===== config.mk =====
export PLATFORM = sky130hd
export DESIGN_NAME = seg7_scan_driver
export DESIGN_NICKNAME = d
export VERILOG_FILES = /design/src/rtl/seg7_scan_driver.sv
export SDC_FILE = /design/constraint.sdc
export NUM_CORES = 1
export LEC_CHECK = 0
export ABC_CLOCK_PERIOD_IN_PS = 2500
export CAP_MARGIN = 20
export CORE_UTILIZATION = 52
export DETAILED_ROUTE_END_ITERATION = 10
export GPL_ROUTABILITY_DRIVEN = 0
export GPL_TIMING_DRIVEN = 0
export PLACE_DENSITY = 0.81
export SYNTH_ARGS = -nofsm -noshare
export SYNTH_HDL_FRONTEND = slang
export SYNTH_SLANG_ARGS = --single-unit

===== constraint.sdc =====
create_clock -name clk -period 2.5 [get_ports clk]
set_input_delay 0.5 -clock clk [delete_from_list [all_inputs] [get_ports clk]]
set_output_delay 0.5 -clock clk [all_outputs]
set_load 0.02 [all_outputs]

===== src/rtl/seg7_scan_driver.sv =====
// seg7_scan_driver: latches six BCD digits on load, swaps them in at
// frame wrap, and scans them onto a 6-digit active-low 7-seg display.
// Params : SCAN_DIV (cycles per slot), BLANK_CYC (blank cycles per slot)
// Inputs : clk, rst_n (async, active-low), load, digit5..digit0
// Outputs: an[5:0] (active-low anodes), seg[6:0] {g..a} active-low,
//          frame_done (1-cycle pulse at frame wrap)
// Option : define SEG7_LZB_EN for leading-zero blanking.
module seg7_scan_driver #(
  parameter int SCAN_DIV  = 50000,
  parameter int BLANK_CYC = 4
) (
  input  logic       clk,
  input  logic       rst_n,
  input  logic       load,
  input  logic [3:0] digit5,
  input  logic [3:0] digit4,
  input  logic [3:0] digit3,
  input  logic [3:0] digit2,
  input  logic [3:0] digit1,
  input  logic [3:0] digit0,
  output logic [5:0] an,
  output logic [6:0] seg,
  output logic       frame_done
);

  localparam int DW = $clog2(SCAN_DIV);
  localparam logic [DW-1:0] LAST = DW'(SCAN_DIV - 1);
  localparam logic [DW-1:0] BLK  = DW'(BLANK_CYC);

  logic [DW-1:0]   div;
  logic [2:0]      idx;
  logic [5:0][3:0] disp;
  logic [5:0][3:0] pend;
  logic            pend_valid;

  logic       wrap;
  logic       fwrap;
  logic [3:0] cur;
  logic [5:0] onehot;
  logic [5:0] lz;
  logic       blank;

  function automatic logic [6:0] dec(input logic [3:0] d);
    logic [6:0] s;
    case (d)
      4'd0:    s = 7'h40;
      4'd1:    s = 7'h79;
      4'd2:    s = 7'h24;
      4'd3:    s = 7'h30;
      4'd4:    s = 7'h19;
      4'd5:    s = 7'h12;
      4'd6:    s = 7'h02;
      4'd7:    s = 7'h78;
      4'd8:    s = 7'h00;
      4'd9:    s = 7'h10;
      default: s = 7'h3F;
    endcase
    return s;
  endfunction

  assign wrap  = (div == LAST);
  assign fwrap = wrap && (idx == 3'd5);

  // lz[i]: digit i and everything above it are zero; digit 0 never blanks
  always_comb begin
    lz = '0;
`ifdef SEG7_LZB_EN
    lz[5] = (disp[5] == 4'd0);
    for (int i = 4; i >= 1; i--)
      lz[i] = lz[i+1] && (disp[i] == 4'd0);
`endif
  end

  always_comb begin
    cur    = disp[0];
    onehot = 6'b000001;
    case (idx)
      3'd1: begin cur = disp[1]; onehot = 6'b000010; end
      3'd2: begin cur = disp[2]; onehot = 6'b000100; end
      3'd3: begin cur = disp[3]; onehot = 6'b001000; end
      3'd4: begin cur = disp[4]; onehot = 6'b010000; end
      3'd5: begin cur = disp[5]; onehot = 6'b100000; end
      default: ;
    endcase
    blank = (div < BLK) || |(lz & onehot);
  end

  always_ff @(posedge clk or negedge rst_n) begin
    if (!rst_n) begin
      div        <= '0;
      idx        <= '0;
      disp       <= '0;
      pend       <= '0;
      pend_valid <= 1'b0;
      an         <= 6'h3F;
      seg        <= 7'h7F;
      frame_done <= 1'b0;
    end else begin
      div        <= wrap ? '0 : div + 1'b1;
      frame_done <= fwrap;
      if (wrap)
        idx <= (idx == 3'd5) ? 3'd0 : idx + 3'd1;
      if (fwrap && pend_valid) begin
        disp       <= pend;
        pend_valid <= 1'b0;
      end
      // a load on the wrap edge refills pending after the swap
      if (load) begin
        pend       <= {digit5, digit4, digit3,
                       digit2, digit1, digit0};
        pend_valid <= 1'b1;
      end
      if (blank) begin
        an  <= 6'h3F;
        seg <= 7'h7F;
      end else begin
        an  <= ~onehot;
        seg <= dec(cur);
      end
    end
  end

endmodule


; ---- Word-level counts from Yosys, hierarchy flattened
; Memory sizes are Yosys's and may differ from the RTL's.
; Cells that the tools add are included.
[op_classes]
addsub = 2
n_lt_le_gt_ge = 1
n_eq_ne = 6
mux = 8
bitwise = 1
reduce_logical = 3
[ops]
columns = op, n
row1 = 6-bit case mux with 5 select lines, 1
row2 = 4-bit case mux with 5 select lines, 1
row3 = 16-bit by 1-bit adder with 16-bit output (second input constant), 1
row4 = 16-bit == test (second input constant), 1
row5 = 16-bit by 3-bit less-than comparator with 1-bit output (second input constant), 1
row6 = 16-bit 2-to-1 mux, 1
row7 = 7-bit 2-to-1 mux, 1
row8 = 3-bit by 2-bit == test with 1-bit output (second input constant), 2
row9 = 3-bit == test (second input constant), 2
row10 = 6-bit 2-to-1 mux, 1
row11 = 6-bit inverter, 1
row12 = 3-bit by 1-bit adder with 3-bit output (second input constant), 1
row13 = 3-bit by 1-bit == test with 1-bit output (second input constant), 1
row14 = 3-bit 2-to-1 mux, 1
row15 = 1-bit logical AND, 2
row16 = 1-bit 2-to-1 mux, 2
row17 = 2-bit nonzero test, 1
[word_totals]
register_bits = 82
mem_bits_ro = 112
in_bits = 27
output_inout_bits = 14
wordCells = 40
mem_count = 1
[memory_table]
columns = memory, depth, width, rd, rd_clocked_by_memory_dff, wr, line
row1 = (no name shown), 16, 7, 1, 0, 0, 45  ; case (d)

; ---- Logic depth before layout (Yosys ltp)
[depth]
depth_word = 5
mapped_depth = 11
ltp_nobuf = 10

; ---- Worst setup path after synthesis
; Ideal clock, no wire load.
[synth_path]
path_kind = flip-flop to flip-flop
from = register idx[0]
to = register seg[5]
setup_time_ns = 0.093
t_arrival_ns = 2.057
t_required_ns = 2.407
slack_ns = 0.350
path_stages_with_launch = 11
path_buffers = 1
period_less_slack_ns = 2.150
cell_sequence = dfrtp_1 buf_4 inv_1 nor2_1 ha_1 a222oi_1 o2bb2ai_1 inv_1 ha_1 nor4_1 o21ai_1
[synth_via]
elab_chain_cells = 4
elab_cells_between_ends = 8
cone_classes = 5 x eq/ne / 2 x mux / 1 x memory
[synth_rtl]
columns = item, line
row1 = start: declaration, 31  ; logic [2:0] idx;
row2 = start signal: assignment, 102  ; idx <= (idx == 3'd5) ? 3'd0 : idx + 3'd1;
row3 = 3-bit == test (tied with other cells), 77  ; case (idx)
row4 = 4-bit case mux with 5 select lines (*), 77
row5 = memory read 16 x 7 bit (*), -
row6 = 7-bit 2-to-1 mux (*), 113  ; if (blank) begin
row7 = end signal: assignment, 118  ; seg <= dec(cur);
row8 = end: declaration, 22  ; output logic [6:0] seg,
; Every way passes the cells marked *; elsewhere a longest branch is shown, timed or not.
; A chain may end at the register's enable or synchronous reset.

; ---- Worst setup path in the final report
; Same ends and word-level chain as after synthesis.

==> impl_summary.txt <==
----------------------------------------------------
[Outcome]
  Run status ... complete, no violations

[STA]
  Final count of hold timing violations ... 0
  Tmin final ... 2.38 ns
  Total setup violations reported at the end of the flow ... 0
  Worst-margin pin slew ... roughly 0.64 ns
  Final worst-path cycle share ... about 95%
  Maximum clock skew at final layout ... 0.0112 ns
  Slew Limit Fails ... 0
  Highest attainable clock frequency ... roughly 0.42 GHz
  Worst max-slew margin expressed relative to the limit ... approximately 57%
  Final WS setup ... 0.121 ns

[Yosys]
  Instance count of the mapped netlist ... approximately 280
  Per-instance average area after synthesis ... 13.0 um2
  Number of register bits inferred by synthesis ... 82
  Synthesized area ... 3590 um2
  Number of distinct library cell variants in the gate-level netlist after synthesis ... 44
  Count of flip-flops with a built-in enable after synthesis ... 0
  Fraction of registers with async set/reset ... 100%
  Yosys warning count ... 0
  Number of nets produced by synthesis ... approximately 300
  Sequential element share of the synthesized area ... a little under 60%
  Most used flip-flop cell after synthesis ... dfrtp_1

[Worst setup path]
  Highest cell delay on the worst timing path ... approximately 0.45 ns
  Worst endpoint data arrival time ... 2.64 ns
  Crit Path Max Fanout ... 10
  Cell with the biggest individual delay on the critical path ... a222oi_1
  Data required time at the worst endpoint ... 2.76 ns
  Setup crit start kind ... flop
  Most frequent cell on the critical path ... ha_1
  Worst path bufs/invs ... 3
  Kind of critical path ... reg -> reg
  Ordered cell list for the critical path ... buf_4 -> clkinvlp_4 -> nor2_1 -> ha_1 -> a222oi_1 -> o2bb2ai_2 -> inv_1 -> ha_1 -> nor4_2 -> o21ai_1
  Crit path max-delay family ... compound AO/OA/AOI/OAI gates
  CP Capture Type ... flop

[Floorplanning]
  Initial cell density of the core ... 55.2%
  Die Area ... roughly 7200 um2
  Core footprint ... 6490 um2
  Top-Level Pins ... between 40 and 50
  Width of the die ... 85.0 um
  Height of the chip ... approximately 85 um
  Standard-cell rows ... 29

[Global route]
  Leftover overflow at the end of global routing ... 0
  Maximum number of pins on one net before global-route repair ... 54
  Wire length of the first global-routing pass ... ~11 mm
  Overall global routing resource usage ... around a fifth
  Number of antenna violations at the first check in global routing ... 0
  Via count of the first global-routing pass ... around 2300

[Drt]
  DRC Markers ... 0
  Count of vias placed by the detailed router ... ~2300
  Total routed wirelength ... 6.32 mm
  Post-DR wirelength/cell ... between 15 and 20 um
  Antenna Nets Post-Route ... 0
  Vias/cell ... 5.55
  Iteration count of the initial detailed-routing pass ... 4
  Starting DRC count in detailed routing ... around 120

[Power]
  Internal power ... 1.91 mW
  Maximum vdd ir drop ... roughly 420 uV
  Cell area power density ... ~570 nW/um2
  Share of total power in combinational logic ... roughly 4.9%
  Sequential share of power ... 56.3%
  Relative contribution of the clock network to total power ... approximately two fifths
  Static Leak ... between 1.5 and 2 nW
  Switching Fraction ... between 20% and 30%
  Net load switching power ... between 500 and 600 uW

[Finish]
  Antenna diode count ... 0
  Area occupied by multi-input gates ... 1440 um2
  Final layout net count ... 360
  Layout overhead on the synthesized area ... 20.8%
  Proportion of layout cells with a drive suffix above 1 ... around 27%
  Most frequent cells in the layout ... dfrtp_1, clkdlybuf4s50_1, nor2_1, mux2_2, mux2_4
  Fill count ... 478
  Post-Layout Cell Count ... 410
  Register Area ... 2070 um2
  Most common cell after layout, fill and taps aside ... dfrtp_1

[Clocking]
  Number of sinks driven by the clock tree ... 82
  Total CTS buffers ... 9
  Number of H-tree levels ... 3
  Post-CTS clock slew at the launch and capture registers of the worst setup and hold paths ... 0.09 ns
  Clock latency on the worst-skew pair ... ~0.35 ns
  Cell at the root of the clock tree ... clkbuf_8
  Clock tree buffer depth ... 2
  CTS tree ... done

[Placement]
  Port-buffer cells ... 39
  Placed cell count ... 392
  Post-placement setup slack ... 0.0924 ns
  HPWL reported at the end of detailed placement ... 4.59 mm

[Job]
  Max-cap violation count ... 0

[Worst hold path]
  Class of the most critical hold timing path ... in -> async

----------------------------------------------------
## final timing paths
kind	from	to	slack [ns]	depth (start not counted)
worst max-delay path	idx[0]	seg[5]	0.12	10
worst min-delay path	rst_n	disp[15]	0.06	1
worst max register to register	idx[0]	seg[5]	0.12	10
worst min register to register	div[0]	div[0]	0.49	1
max in group asynchronous	rst_n	an[4]	1.82	2
min in group clk	div[0]	div[0]	0.49	1
## logic make-up (layout without fill, tap and decap cells)
group           after synthesis  after routing  synth area share [%]
flops                        82             82                  57.7
simple gates                 80             80                  11.4
mux                          49             49                  17.5
compound gates               27             27                  5.37
buf+inv                      17             75                  2.62
xor+xnor                     15             15                  3.66
fa+ha+maj                     5              5                  1.74
## metal layers
metal	global-route usage, %	up-vias	routed length [um]
met5	0	-	0
met2	31.8	53	3080
met4	7.40	0	79
met3	6.32	8	274
li1	-	1083	-
met1	26.0	1130	2880
## sequential cells by signal, indices dropped and copies added (netlist names)
register	flops
disp	24
pend	24
frame_done	1
pend_valid	1
idx	3
div	16
seg	7
an	6
## metrics by stage
| step | cell area, um2 | util (%) | hold slack [ns] | total power, mW | setup TNS (ns) |
|---|---|---|---|---|---|
| 2_1_floorplan | 3590 | - | 0.204 | 1.45 | 0 |
| 3_3_place_gp | 4070 | 62.7 | 0.466 | 1.53 | -132.74 |
| 3_5_place_dp | 4100 | 63.1 | 0.445 | 1.54 | 0 |
| 4_1_cts | 4300 | 66.2 | 0.0564 | 2.49 | 0 |
| 5_1_grt | 4330 | 66.7 | 0.0675 | 2.57 | -0.0455 |
| 6_report | 4330 | 66.7 | 0.0625 | 2.47 | 0 |
## cell usage after synthesis (all sizes together) (2+ instances only)
library cell,number,share of area [%]
nand2b,4,0.70
xnor2,8,2.0
nand4,5,0.87
buf,5,1.4
a21oi,3,0.42
a21o,3,0.63
ha,5,1.7
or2,2,0.35
nor3,7,0.98
nor2,25,2.6
dfstp,13,9.5
nand3,13,2.0
inv,7,0.73
xor2,7,1.7
o21ai,7,0.98
nor4,5,1.5
clkbuf,5,0.52
mux2,49,17
dfrtp,69,48
nand2,14,1.5
a221o,2,0.56
o22ai,2,0.35
a222oi,3,0.84
## timing repair
action                     4_1_cts  5_1_grt
resized for setup                0        3
buffers inserted                 0        2
hold buffers                     0        0
setup endpoints to repair        0        5
## power groups by stage
stage | Sequential (mW) | Combinational (mW) | Clock [mW]
after global routing | 1.39 | 0.137 | 1.04
after global placement | 1.41 | 0.115 | 0
final | 1.39 | 0.122 | 0.957
after floorplan | 1.40 | 0.0482 | 0
after CTS | 1.39 | 0.126 | 0.976
after detailed placement | 1.41 | 0.126 | 0
## worst register-to-register path: cells and delay by family (launching register included)
| family | cells | cell delay, ns |
|---|---|---|
| compound gates | 3 | 0.72 |
| fa+ha+maj | 2 | 0.47 |
| buf+inv | 3 | 0.42 |
| flops | 1 | 0.37 |
| simple gates | 2 | 0.32 |
## layout make-up
class,count,area share (%)
buffer,10,1.56
inverter,7,0.693
sequential,82,47.7
clock inverter,7,1.82
timing repair buffer,42,9.94
clock buffer,9,2.86
tap,77,2.22
multi-input combinational,176,33.2
Power figures use the tool's default switching activity.
